**config.mk**
```make
export PLATFORM = sky130hd
export DESIGN_NAME = operand_sel_stage
export DESIGN_NICKNAME = d
export VERILOG_FILES = /design/src/rtl/alu_src_pkg.sv /design/src/rtl/operand_sel.sv /design/src/rtl/operand_sel_stage.sv
export SDC_FILE = /design/constraint.sdc
export NUM_CORES = 1
export LEC_CHECK = 0
export BUFFER_PORTS_ARGS = -buffer_cell sky130_fd_sc_hd__buf_2
export CELL_PAD_IN_SITES_DETAIL_PLACEMENT = 0
export CELL_PAD_IN_SITES_GLOBAL_PLACEMENT = 1
export CORE_AREA = 3 3 141 143
export DETAILED_ROUTE_END_ITERATION = 10
export DIE_AREA = 0 0 144 146
export PLACE_DENSITY = 0.78
export SYNTH_ARGS = -nofsm -noshare
export SYNTH_HDL_FRONTEND = slang
export SYNTH_SLANG_ARGS = --single-unit
```
**constraint.sdc**
```tcl
create_clock -name clk -period 1.5 [get_ports clk]
set_input_delay 0.15 -clock clk [delete_from_list [all_inputs] [get_ports clk]]
set_output_delay 0.15 -clock clk [all_outputs]
set_load 0.01 [all_outputs]
```
**src/rtl/alu_src_pkg.sv**
```systemverilog
// Shared constants for the ALU operand-select stage: source indices,
// skid-buffer state encoding and the select-width helper.
package alu_src_pkg;

   localparam int unsigned SRC_RS    = 0;
   localparam int unsigned SRC_SHAMT = 1;
   localparam int unsigned SRC_PC    = 2;
   localparam int unsigned SRC_FWD   = 3;

   typedef logic [1:0] state_t;
   localparam state_t EMPTY = 2'b00;
   localparam state_t FULL1 = 2'b01;
   localparam state_t FULL2 = 2'b10;

   // A single source still needs a 1-bit select field.
   function automatic int unsigned sel_width(input int unsigned n);
      return (n <= 32'd2) ? 32'd1 : 32'($clog2(n));
   endfunction

endpackage

```
**src/rtl/operand_sel.sv**
```systemverilog
// Combinational NSRC:1 operand selector; out-of-range selects yield zero
// and raise err.
module operand_sel #(
   parameter int unsigned WIDTH = 32,
   parameter int unsigned NSRC  = 4,
   parameter int unsigned SELW  = 2
) (
   input  logic [SELW-1:0]       sel,
   input  logic [NSRC*WIDTH-1:0] src,
   output logic [WIDTH-1:0]      op,
   output logic                  err
);

   always_comb begin
      op  = '0;
      err = (32'(sel) >= NSRC);
      for (int unsigned k = 0; k < NSRC; k++) begin
         if (32'(sel) == k) op = src[k*WIDTH +: WIDTH];
      end
   end

endmodule

```
**src/rtl/operand_sel_stage.sv**
```systemverilog
// Operand-select pipeline stage: picks A/B operands from NSRC sources at
// input acceptance and holds them in a two-entry skid buffer.
module operand_sel_stage
   import alu_src_pkg::*;
#(
   parameter int unsigned WIDTH = 32,
   parameter int unsigned NSRC  = 4,
   localparam int unsigned SELW = sel_width(NSRC)
) (
   input  logic                  clk,
   input  logic                  rst_n,
   input  logic                  in_valid,
   output logic                  in_ready,
   input  logic [SELW-1:0]       sel_a,
   input  logic [SELW-1:0]       sel_b,
   input  logic [NSRC*WIDTH-1:0] src,
   input  logic                  flush,
   output logic                  out_valid,
   input  logic                  out_ready,
   output logic [WIDTH-1:0]      op_a,
   output logic [WIDTH-1:0]      op_b,
   output logic                  sel_err
);

   logic [WIDTH-1:0] pick_a, pick_b;
   logic [WIDTH-1:0] skid_a, skid_b;
   logic             err_a, err_b;
   logic             accept, xfer;
   logic             load_main, load_skid, move_skid;
   state_t           state, state_nxt;

   operand_sel #(.WIDTH(WIDTH), .NSRC(NSRC), .SELW(SELW)) u_sel_a (
      .sel(sel_a), .src(src), .op(pick_a), .err(err_a)
   );

   operand_sel #(.WIDTH(WIDTH), .NSRC(NSRC), .SELW(SELW)) u_sel_b (
      .sel(sel_b), .src(src), .op(pick_b), .err(err_b)
   );

   assign accept = in_valid & in_ready;
   assign xfer   = out_valid & out_ready;

   always_comb begin
      state_nxt = state;
      load_main = 1'b0;
      load_skid = 1'b0;
      move_skid = 1'b0;
      case (state)
         EMPTY: begin
            if (accept) begin
               load_main = 1'b1;
               state_nxt = FULL1;
            end
         end
         FULL1: begin
            if (accept && xfer) begin
               load_main = 1'b1;
            end else if (accept) begin
               load_skid = 1'b1;
               state_nxt = FULL2;
            end else if (xfer) begin
               state_nxt = EMPTY;
            end
         end
         FULL2: begin
            if (xfer) begin
               move_skid = 1'b1;
               state_nxt = FULL1;
            end
         end
         default: state_nxt = EMPTY;
      endcase
      // Flush overrides every event and drops any same-cycle request.
      if (flush) begin
         state_nxt = EMPTY;
         load_main = 1'b0;
         load_skid = 1'b0;
         move_skid = 1'b0;
      end
   end

   always_ff @(posedge clk or negedge rst_n) begin
      if (!rst_n) begin
         state     <= EMPTY;
         out_valid <= 1'b0;
         in_ready  <= 1'b1;
         op_a      <= '0;
         op_b      <= '0;
         skid_a    <= '0;
         skid_b    <= '0;
         sel_err   <= 1'b0;
      end else begin
         state     <= state_nxt;
         out_valid <= (state_nxt != EMPTY);
         in_ready  <= (state_nxt != FULL2);
         if (load_main) begin
            op_a <= pick_a;
            op_b <= pick_b;
         end else if (move_skid) begin
            op_a <= skid_a;
            op_b <= skid_b;
         end
         if (load_skid) begin
            skid_a <= pick_a;
            skid_b <= pick_b;
         end
         if (accept && !flush && (err_a || err_b)) sel_err <= 1'b1;
      end
   end

endmodule

```
==> impl_metrics.py, run 1 <==
metrics = {
    "routing": {
        "route.antenna.remaining_nets": 0,
        "drtPass1Iterations": 4,
        "remaining_drc_errors": 0,
        "wirelength_met1_um": 8320,
        "drt_iter0_drc": 333,
        "routed-wl-met2_um": 10200,
        "route.final.wire_length_um": 20300,
        "routed.top_layer": "met5",
        "detail_route.wl_per_cell_um": 21.6,
        "via_count": 5481,
        "drt-vias-per-instance": 5.84,
        "wl_met3_um": 1490,
    },
    "yosys": {
        "yosys_register_bits": 132,
        "yosys.cell_count.top_type": "dfrtp_1",
        "synth.distinct_cells": 38,
        "synth-seq-area-share_pct": 46.4,
        "syn_inst": 475,
        "post_synth_xor_area_fraction_pct": 0.123,
        "share_of_synthesized_registers_carrying_an_async_set_or_reset_pct": 100,
        "post_synth_mux_area_share_pct": 30.9,
        "synth_commonest_cells": "dfrtp_1, a221o_1, and3_1, mux2_2, mux4_2",
        "synth_area_leaders": "dfrtp_1, mux4_2, mux2_2, a221o_1, and3_1",
        "yosys.area_share.simple_pct": 7.12,
        "combinational_family_with_the_most_area_after_synthesis": "multiplexers",
        "netlist_area_um2": 7120,
        "synth_compound_area_share_pct": 10.1,
        "netlist.top_cell.by_area": "dfrtp_1",
        "synth_area_per_cell_um2": 15.0,
        "syn_nets": 612,
        "adder_cell_share_of_the_synthesized_area_pct": 0,
        "synth-edff-count": 0,
        "synth.top_cell.area_share_pct": 46.1,
        "synthesis.yosys.warnings": 0,
        "ys_dominant_reg_cell": "dfrtp_1",
    },
    "timing": {
        "clock_skew_ps": 12.4,
        "total_count_of_max_transition_violations_in_the_final_report": 0,
        "fin_hold_ws_ps": 128,
        "setup_ws_ps": -86.6,
        "setup_total_negative_slack_ps": -4850,
        "clock.fmax_ghz": 0.630,
        "final_min_period_over_clock_period_pct": 106,
        "hold_violations": 0,
        "timing.final.setup_violations": 120,
        "rsz0062_at_grt": "true",
        "fin_crit_ps": 1590,
    },
    "worst_setup_path": {
        "ff2ff_path_depth": 4,
        "worst_ep_required_time_ps": 1790,
        "crit-reg2reg-capture": "op_b[0]",
        "critical_path.max_stage_delay_ps": 530,
        "worst-setup-path-type": "register to register",
        "critical_path_arrival_ps": 1880,
        "reg2reg_from": "in_ready",
        "worst_path_max_delay_cell": "dfstp_2",
        "setup.reg_to_reg.worst_slack_ps": -90,
        "cp-end-kind": "register",
        "crit_path_max_fanout": 31,
        "worst_path_cell_chain": "and4bb_4 > a22oi_2 > buf_12 > a221o_1",
        "critical_path.startpoint_type": "register",
    },
    "floorplanning": {
        "std_cell_rows": 50,
        "design.core.area_um2": 18700,
        "start_util_pct": 38.0,
        "boundaryPins": 204,
        "design.die.area_um2": 21000,
        "die_height_um": 146,
        "die_w_um": 144,
    },
    "power_and_ir_drop": {
        "power-per-cell-area_nw_per_um2": 1500,
        "max-vdd-ir-drop_v": 0.000727,
        "total_leakage_power_nw": 4.35,
        "pnr_total_power_mw": 14.0,
    },
    "placed_design": {
        "dp.final_hpwl_um": 14600,
        "placement.io_buffers": 202,
        "globalplace.congestion": 0.816,
    },
    "final_layout": {
        "finalNetCount": 826,
        "postLayoutCoreUtil_pct": 49.7,
        "areaGrowthSynthToFinish_pct": 30.5,
        "layout-drive-gt1-share_pct": 56.0,
        "num-fill-cells": 1636,
    },
    "clocking": {
        "cts.sink_count": 132,
        "clock_tree.htree_level_count": 4,
        "cts_buffers": 17,
        "post_cts.repair.setup_buffers": 0,
        "clk_latency_ps": 420,
        "cts_tree": "yes",
        "cts.root.buffer_cell": "clkbuf_16",
        "cts.path.max_buffers": 2,
        "worst_setup_hold_path_clk_slew_ps": 60,
    },
    "global_route": {
        "track_usage_pct": 19.5,
        "grt_start_max_net_pins": 46,
        "number_of_global_route_vias_before_repair": 5921,
        "first_pass_grt_wire_length_um": 31800,
        "grt_overflow_total": 0,
        "antenna_found_initial": 3,
    },
    "run_status": {
        "failed_checks": "setup timing",
        "outcome": "complete, but fails checks",
    },
    "min_path": {
        "hold_path_cell_cnt": 3,
        "classification_of_the_worst_slack_hold_path": "input port to register",
        "min-delay-start": "in_valid",
        "holdPathEnd": "out_valid",
    },
    "run": {
        "cap_violations": 0,
    },
}
-- cell type report --
type,instances,area [um2],area share [%]
Antenna cell,2,5.00,0.0539
Clock buffer,20,437,4.70
Clock inverter,12,181,1.95
Inverter,1,3.75,0.0404
Multi-Input combinational cell,292,3460,37.2
Sequential cell,132,3310,35.6
Tap cell,234,293,3.15
Timing Repair Buffer,245,1600,17.3
-- placed cells by master (no fill, tap or decap), types with 3 or more instances in the layout --
cell,n
mux4_2,56
and3_1,56
o21ai_0,8
nor3_1,8
mux2_1,7
clkbuf_16,17
a221o_1,56
buf_4,18
dlygate4sd3_1,4
a31oi_1,8
dfrtp_1,129
nand3_1,8
clkbuf_1,3
mux2_2,56
buf_2,201
a21oi_1,3
bufinv_16,4
buf_12,20
mux4_1,8
clkinv_4,5
-- worst max-delay path by stage --
stage / from / endpoint / slack, ps / depth (start not counted)
after CTS: in_ready / skid_b[5] / -100 / 4
after global placement: sel_a[0] / op_a[12] / -160 / 5
after floorplan: out_valid / op_a[10] / -100 / 7
final: in_ready / op_b[0] / -90 / 4
after detailed placement: sel_a[0] / op_a[13] / -180 / 5
after global routing: in_ready / skid_b[8] / -130 / 4
-- routing by layer --
metal / up-vias / GRT usage [%]
met3: 21 / 5.19
met2: 245 / 31.5
met5: - / 0
met1: 2818 / 25.8
li1: 2395 / -
met4: 2 / 5.84
-- cell families after synthesis --
kind of cell	after synthesis
DFF	132
muxes	128
AOI/OAI and AO/OA	81
and+or+nand+nor	81
buffers and inverters	51
xor gates and xnor gates	1
other	1
-- state kept, by name, indices dropped and copies added (netlist names) --
register,cells
op_a,32
op_b,32
skid_a,32
skid_b,32
state,2
in_ready,1
out_valid,1
-- power breakdown --
part	internal, mW	switching, mW
registers	5.01	0.869
clock network	2.79	1.57
logic	2.09	1.64
total	9.89	4.08
-- timing repair --
item,in CTS,in global routing
endpoints found under the hold margin,43,0
setup endpoints to repair,128,128
hold buffers,4,0
resized for setup,3,1
-- per-stage QoR --
step	setup WS, ps	std cells	cell area [um2]
after detailed placement	-179	900	8620
after global placement	-155	900	8620
final	-86.6	938	9290
after global routing	-130	938	9290
after floorplan	-99.6	475	7190
after CTS	-97.9	936	9280
-- worst max-delay path, delay by kind of cell (launching register included) --
| kind | cells | cell delay, ps |
|---|---|---|
| flip-flops | 1 | 530 |
| AO/OA/AOI/OAI | 2 | 430 |
| AND/OR/NAND/NOR | 1 | 290 |
| buffers and inverters | 1 | 200 |
Power figures use the tool's default switching activity.
==> run 2, diff against run 1 <==
--- a/config.mk
+++ b/config.mk
@@ -12,6 +12,7 @@
 export DETAILED_ROUTE_END_ITERATION = 10
 export DIE_AREA = 0 0 144 146
 export PLACE_DENSITY = 0.78
+export SETUP_SLACK_MARGIN = 0.15
 export SYNTH_ARGS = -nofsm -noshare
 export SYNTH_HDL_FRONTEND = slang
 export SYNTH_SLANG_ARGS = --single-unit
==> run 2 against run 1 <==
The run still ends with setup timing left; non-clock buffer count grew 4; via count grew 2.7%; core utilization grew 1.2 points; critical path type unchanged; fmax shrank 0.76%; largest cell class unchanged; largest power group unchanged; critical endpoint is now skid_b[6]; clock skew shrank 0.54 ps.
==> impl_metrics.py, run 2 (synthesized netlist as in run 1, its figures left out) <==
metrics = {
    "power_and_ir_drop": {
        "seq_power_share_pct": 42.4,
        "total_leakage_power_nw": 4.48,
        "clock_power_share_pct": 29.0,
        "max-vdd-ir-drop_v": 0.000769,
        "p_int_mw": 9.75,
        "power-per-cell-area_nw_per_um2": 1460,
        "power_frac_comb_pct": 28.6,
        "netSwitchingFraction_pct": 29.7,
        "p_switching_mw": 4.12,
    },
    "timing": {
        "clock.fmax_ghz": 0.625,
        "total_count_of_max_transition_violations_in_the_final_report": 0,
        "final_min_period_over_clock_period_pct": 107,
        "timing.final.setup_violations": 120,
        "fin_crit_ps": 1600,
        "fin_hold_ws_ps": 46.7,
        "setup_ws_ps": -98.7,
        "hold_violations": 0,
        "clock_skew_ps": 11.8,
        "setup_total_negative_slack_ps": -5540,
        "rsz0062_at_grt": "true",
    },
    "global_route": {
        "first_pass_grt_wire_length_um": 33000,
        "number_of_global_route_vias_before_repair": 6009,
        "globalRouteMet3Util_pct": 4.44,
        "track_usage_pct": 20.1,
        "grt_start_max_net_pins": 46,
        "grt_overflow_total": 0,
        "globalRoute.busiestLayer": "met2",
        "use_met2_pct": 31.8,
        "groute.layer.met1.usage_pct": 27.5,
        "antenna_found_initial": 0,
    },
    "run_status": {
        "failed_checks": "setup timing",
        "outcome": "complete, but fails checks",
    },
    "worst_setup_path": {
        "setup.reg_to_reg.worst_slack_ps": -100,
        "worst_path_cell_chain": "and4bb_4 > nand2_4 > buf_12 > mux2_1",
        "worst_path_dominant_cell_family": "flip-flops",
        "critical_path.max_stage_delay_ps": 530,
        "crit_path_max_fanout": 28,
        "worst_path_max_delay_cell": "dfstp_2",
        "worst-setup-path-type": "register to register",
        "cp-end-kind": "register",
        "critical_path.startpoint_type": "register",
        "critical_path_arrival_ps": 1890,
        "cp.buffers_inverters": 1,
        "worst_ep_required_time_ps": 1790,
    },
    "final_layout": {
        "areaGrowthSynthToFinish_pct": 33.8,
        "layout.cell_area.non_filler_um2": 9520,
        "num-fill-cells": 1581,
        "finalNetCount": 830,
        "final_cell_mix": "buf_2, dfrtp_1, mux4_2, and3_1, a221o_1",
        "layout.cells.most_common": "buf_2",
        "layout-drive-gt1-share_pct": 57.6,
    },
    "floorplanning": {
        "std_cell_rows": 50,
        "design.core.area_um2": 18700,
        "boundaryPins": 204,
        "start_util_pct": 38.0,
        "die_height_um": 146,
        "die_w_um": 144,
        "design.die.area_um2": 21000,
    },
    "clocking": {
        "clock_tree.htree_level_count": 4,
        "cts.root.buffer_cell": "clkbuf_16",
        "cts.sink_count": 132,
        "cts_buffers": 17,
        "worst_setup_hold_path_clk_slew_ps": 60,
        "cts.path.max_buffers": 2,
        "cts_tree": "yes",
        "clk_latency_ps": 420,
    },
    "routing": {
        "route.antenna.remaining_nets": 0,
        "drt-vias-per-instance": 5.98,
        "drtPass1Iterations": 5,
        "detail_route.wl_per_cell_um": 22.5,
        "via_count": 5629,
        "drt_iter0_drc": 332,
        "route.final.wire_length_um": 21200,
        "remaining_drc_errors": 0,
    },
    "placed_design": {
        "placement.io_buffers": 202,
        "placed_cell_areas_um2": 8600,
        "globalplace.congestion": 0.802,
        "dp.final_hpwl_um": 14500,
    },
    "run": {
        "cap_violations": 0,
    },
    "min_path": {
        "classification_of_the_worst_slack_hold_path": "input port to register",
    },
}
[run 2: timing repair]
item                                    in CTS  in global routing
resized for setup                           26                  3
hold endpoints to repair                    41                  0
hold buffers                                 2                  0
buffers inserted                             3                  1
cloned                                       3                  2
endpoints found under the setup margin     132                132
pin swaps                                    2                  0
[run 2: area by class of cell]
cell class	count	area, um2	area share (%)
multi-input cells	292	3540	37.2
flip-flops and latches	132	3310	34.7
repair buffers	249	1800	18.9
clock buffers	21	480	5.05
well taps	234	293	3.08
clock inverters	11	100	1.05
inverters	1	3.75	0.0394
diodes	1	2.50	0.0263
[run 2: per-stage QoR]
| stage | setup WS [ps] | power [mW] | std cells | utilization (%) |
|---|---|---|---|---|
| floorplan | -99.6 | 7.98 | 475 | - |
| global placement | -184 | 9.42 | 897 | 46.0 |
| detailed placement | -215 | 9.62 | 897 | 46.0 |
| CTS | -91.9 | 13.9 | 937 | 50.4 |
| global route | -141 | 14.6 | 940 | 50.9 |
| finish | -98.7 | 13.9 | 941 | 50.9 |
[run 2: power groups by stage]
stage,Combinational [mW],Sequential (mW),Clock (mW)
floorplan,2.06,5.92,0
global placement,3.60,5.82,0
detailed placement,3.73,5.89,0
CTS,3.97,5.86,4.10
global route,4.30,6.05,4.25
finish,3.97,5.88,4.02
[run 2: worst paths after layout]
| check | startpoint | to | cells past startpoint |
|---|---|---|---|
| worst max-delay path | in_ready | skid_b[6] | 4 |
| worst min-delay path | flush | state[0] | 2 |
| worst max register to register | in_ready | skid_b[6] | 4 |
| worst min register to register | skid_a[19] | skid_a[19] | 1 |
| max in group asynchronous | rst_n | op_a[6] | 3 |
| min in group asynchronous | rst_n | skid_b[1] | 2 |
[run 2: routing by layer]
metal  vias to the layer above  wire [um]
met4                         0        395
met3                        26       1310
met5                         -          0
met1                      2974       9040
li1                       2392          -
met2                       237      10400
==> run 3, diff against run 2 <==
--- a/config.mk
+++ b/config.mk
@@ -8,11 +8,13 @@
 export BUFFER_PORTS_ARGS = -buffer_cell sky130_fd_sc_hd__buf_2
 export CELL_PAD_IN_SITES_DETAIL_PLACEMENT = 0
 export CELL_PAD_IN_SITES_GLOBAL_PLACEMENT = 1
-export CORE_AREA = 3 3 141 143
+export CORE_AREA = 3 3 146 148
 export DETAILED_ROUTE_END_ITERATION = 10
-export DIE_AREA = 0 0 144 146
-export PLACE_DENSITY = 0.78
+export DIE_AREA = 0 0 149 151
+export PLACE_DENSITY = 0.79
+export REMOVE_ABC_BUFFERS = 1
 export SETUP_SLACK_MARGIN = 0.15
 export SYNTH_ARGS = -nofsm -noshare
 export SYNTH_HDL_FRONTEND = slang
+export SYNTH_HIERARCHICAL = 1
 export SYNTH_SLANG_ARGS = --single-unit
==> run 3 against run 2 <==
The flow still finishes with violations (setup timing); fmax fell by 14%; global-route usage is 2.7 points higher; via count up 15%; hold slack gained 54 ps; setup slack got worse by 260 ps; core utilization is 6.5 points higher; clock-buffer cell count is 3 higher; synthesized area is 10% higher; combinational power up 48%; critical path type unchanged; critical endpoint is now skid_b[0].
==> impl_metrics.py, run 3 <==
metrics = {
    "yosys": {
        "synth_area_leaders": "dfrtp_1, mux4_2, mux2_4, nand3b_1, a31oi_1",
        "synth_commonest_cells": "dfrtp_1, a31oi_1, nand3b_1, nor3_1, o21ai_0",
        "ys_dominant_reg_cell": "dfrtp_1",
        "netlist.top_cell.by_area": "dfrtp_1",
        "synthesis.yosys.warnings": 6,
        "synth-edff-count": 0,
        "yosys_register_bits": 133,
        "synth.top_cell.area_share_pct": 42.1,
        "synth_area_per_cell_um2": 12.9,
        "share_of_synthesized_registers_carrying_an_async_set_or_reset_pct": 100,
        "syn_inst": 610,
        "netlist_area_um2": 7850,
        "synth.distinct_cells": 34,
        "yosys.cell_count.top_type": "dfrtp_1",
        "synth-seq-area-share_pct": 42.4,
    },
    "final_layout": {
        "final_cell_mix": "buf_2, dfrtp_1, nand3b_1",
        "sequential_cell_area_um2": 3330,
        "num-fill-cells": 1631,
        "finalNetCount": 963,
        "layout.cells.most_common": "buf_2",
        "postLayoutCoreUtil_pct": 57.4,
        "layout-drive-gt1-share_pct": 59.9,
        "areaGrowthSynthToFinish_pct": 47.6,
        "fin_cells": 1109,
        "layout.cell_area.non_filler_um2": 11600,
        "multiInputGateArea_um2": 4990,
    },
    "global_route": {
        "grt_start_max_net_pins": 54,
        "track_usage_pct": 22.8,
        "antenna_found_initial": 1,
        "number_of_global_route_vias_before_repair": 6606,
        "first_pass_grt_wire_length_um": 39000,
        "grt_overflow_total": 0,
    },
    "routing": {
        "via_count": 6458,
        "drt-vias-per-instance": 5.82,
        "remaining_drc_errors": 0,
        "route.final.wire_length_um": 26100,
        "drt_iter0_drc": 405,
        "route.antenna.remaining_nets": 0,
        "detail_route.wl_per_cell_um": 23.5,
        "drtPass1Iterations": 4,
    },
    "clocking": {
        "cts_buffers": 17,
        "cts.sink_count": 133,
        "cts.root.buffer_cell": "clkbuf_16",
        "cts.path.max_buffers": 2,
        "clock_tree.htree_level_count": 4,
        "clk_latency_ps": 420,
        "cts_tree": "yes",
        "worst_setup_hold_path_clk_slew_ps": 60,
    },
    "timing": {
        "fin_crit_ps": 1860,
        "rsz0062_at_grt": "true",
        "fin_hold_ws_ps": 101,
        "clock.fmax_ghz": 0.537,
        "final_min_period_over_clock_period_pct": 124,
        "hold_violations": 0,
        "timing.final.setup_violations": 130,
        "clock_skew_ps": 7.00,
        "total_count_of_max_transition_violations_in_the_final_report": 0,
        "setup_ws_ps": -363,
        "setup_total_negative_slack_ps": -32790,
    },
    "run_status": {
        "failed_checks": "setup timing",
        "outcome": "complete, but fails checks",
    },
    "placed_design": {
        "globalplace.congestion": 0.717,
        "placed_cells_incl_taps": 1045,
        "placement.io_buffers": 203,
        "placed_cell_areas_um2": 9290,
        "dp.final_hpwl_um": 14100,
        "detailedPlace.worstSlack_ps": -334,
    },
    "power_and_ir_drop": {
        "total_leakage_power_nw": 4.75,
        "max-vdd-ir-drop_v": 0.000755,
        "pnr_total_power_mw": 16.1,
        "power-per-cell-area_nw_per_um2": 1390,
    },
    "floorplanning": {
        "design.core.area_um2": 20200,
        "die_w_um": 149,
        "die_height_um": 151,
        "std_cell_rows": 52,
        "boundaryPins": 204,
        "design.die.area_um2": 22500,
        "start_util_pct": 38.9,
    },
    "worst_setup_path": {
        "crit_path_max_fanout": 34,
        "critical_path_arrival_ps": 2160,
        "critical_path.startpoint": "in_ready",
        "cp-end-kind": "register",
        "worst_ep_required_time_ps": 1800,
        "reg2reg_from": "in_ready",
        "setup.reg_to_reg.worst_slack_ps": -360,
        "critical_path.startpoint_type": "register",
        "worst-setup-path-type": "register to register",
    },
    "min_path": {
        "classification_of_the_worst_slack_hold_path": "input port to register",
        "min-delay-start": "flush",
    },
    "run": {
        "cap_violations": 0,
    },
}
==> run 3: cell count changes after synthesis, sizes merged, moves of 29 or more <==
cell and change:
a31oi +56, nand3b +64, clkbuf +29, nor3 +56
and3 -56, a221o -56, o21ai +56
==> run 3: where the power goes <==
| part | internal, mW | leakage, nW | switching (mW) |
|---|---|---|---|
| clock network | 2.74 | 0.296 | 1.59 |
| registers | 5.05 | 1.52 | 0.859 |
| logic | 3.29 | 2.93 | 2.57 |
| total | 11.1 | 4.75 | 5.02 |
==> run 3: timing repair <==
action / CTS / global route
endpoints found under the hold margin: 111 / 0
setup buffers: 10 / 4
hold buffers: 1 / 0
pin swaps: 10 / 10
gates resized for setup: 90 / 60
cloned: 17 / 0
endpoints found under the setup margin: 133 / 132
==> run 3: cell type report <==
type / count / share of cell area [%]
repair buffers: 269 / 19.9
clock inverters: 7 / 0.800
well taps: 270 / 2.92
flip-flops and latches: 133 / 28.8
multi-input cells: 404 / 43.1
inverters: 1 / 0.0324
clock buffers: 24 / 4.51
diodes: 1 / 0.0216
==> run 3: cell families after synthesis <==
group	count (synthesis)	share of synthesized area, %
AND/OR/NAND/NOR	140	11.2
other	2	0.0957
AO/OA/AOI/OAI	132	9.63
flip-flops	133	42.4
XOR/XNOR	1	0.112
buffers and inverters	73	5.74
multiplexers	129	30.7
==> run 3: worst paths after layout <==
path                               to  depth (start not counted)
setup / recovery            skid_b[0]                          4
hold reg to reg               sel_err                          2
hold / removal              out_valid                          3
min in group asynchronous     op_a[5]                          2
max in group asynchronous  skid_b[30]                          3
setup reg to reg            skid_b[0]                          4
==> run 3: per-layer routing <==
metal / wire, um / part of all wire, % / GRT usage (%) / up-vias
met1: 11800 / 45 / 32.9 / 3381
met3: 1420 / 5.4 / 4.37 / 22
met4: 306 / 1.2 / 5.45 / 0
met2: 12600 / 48 / 35.9 / 224
met5: 0 / 0 / 0 / -
li1: - / - / - / 2831
==> run 3: worst max-delay path, cell delays in order, from the launching register on <==
cell	delay (ps)
dfstp_2	530
nand2_1	60
or4b_4	560
buf_12	210
mux2_1	340
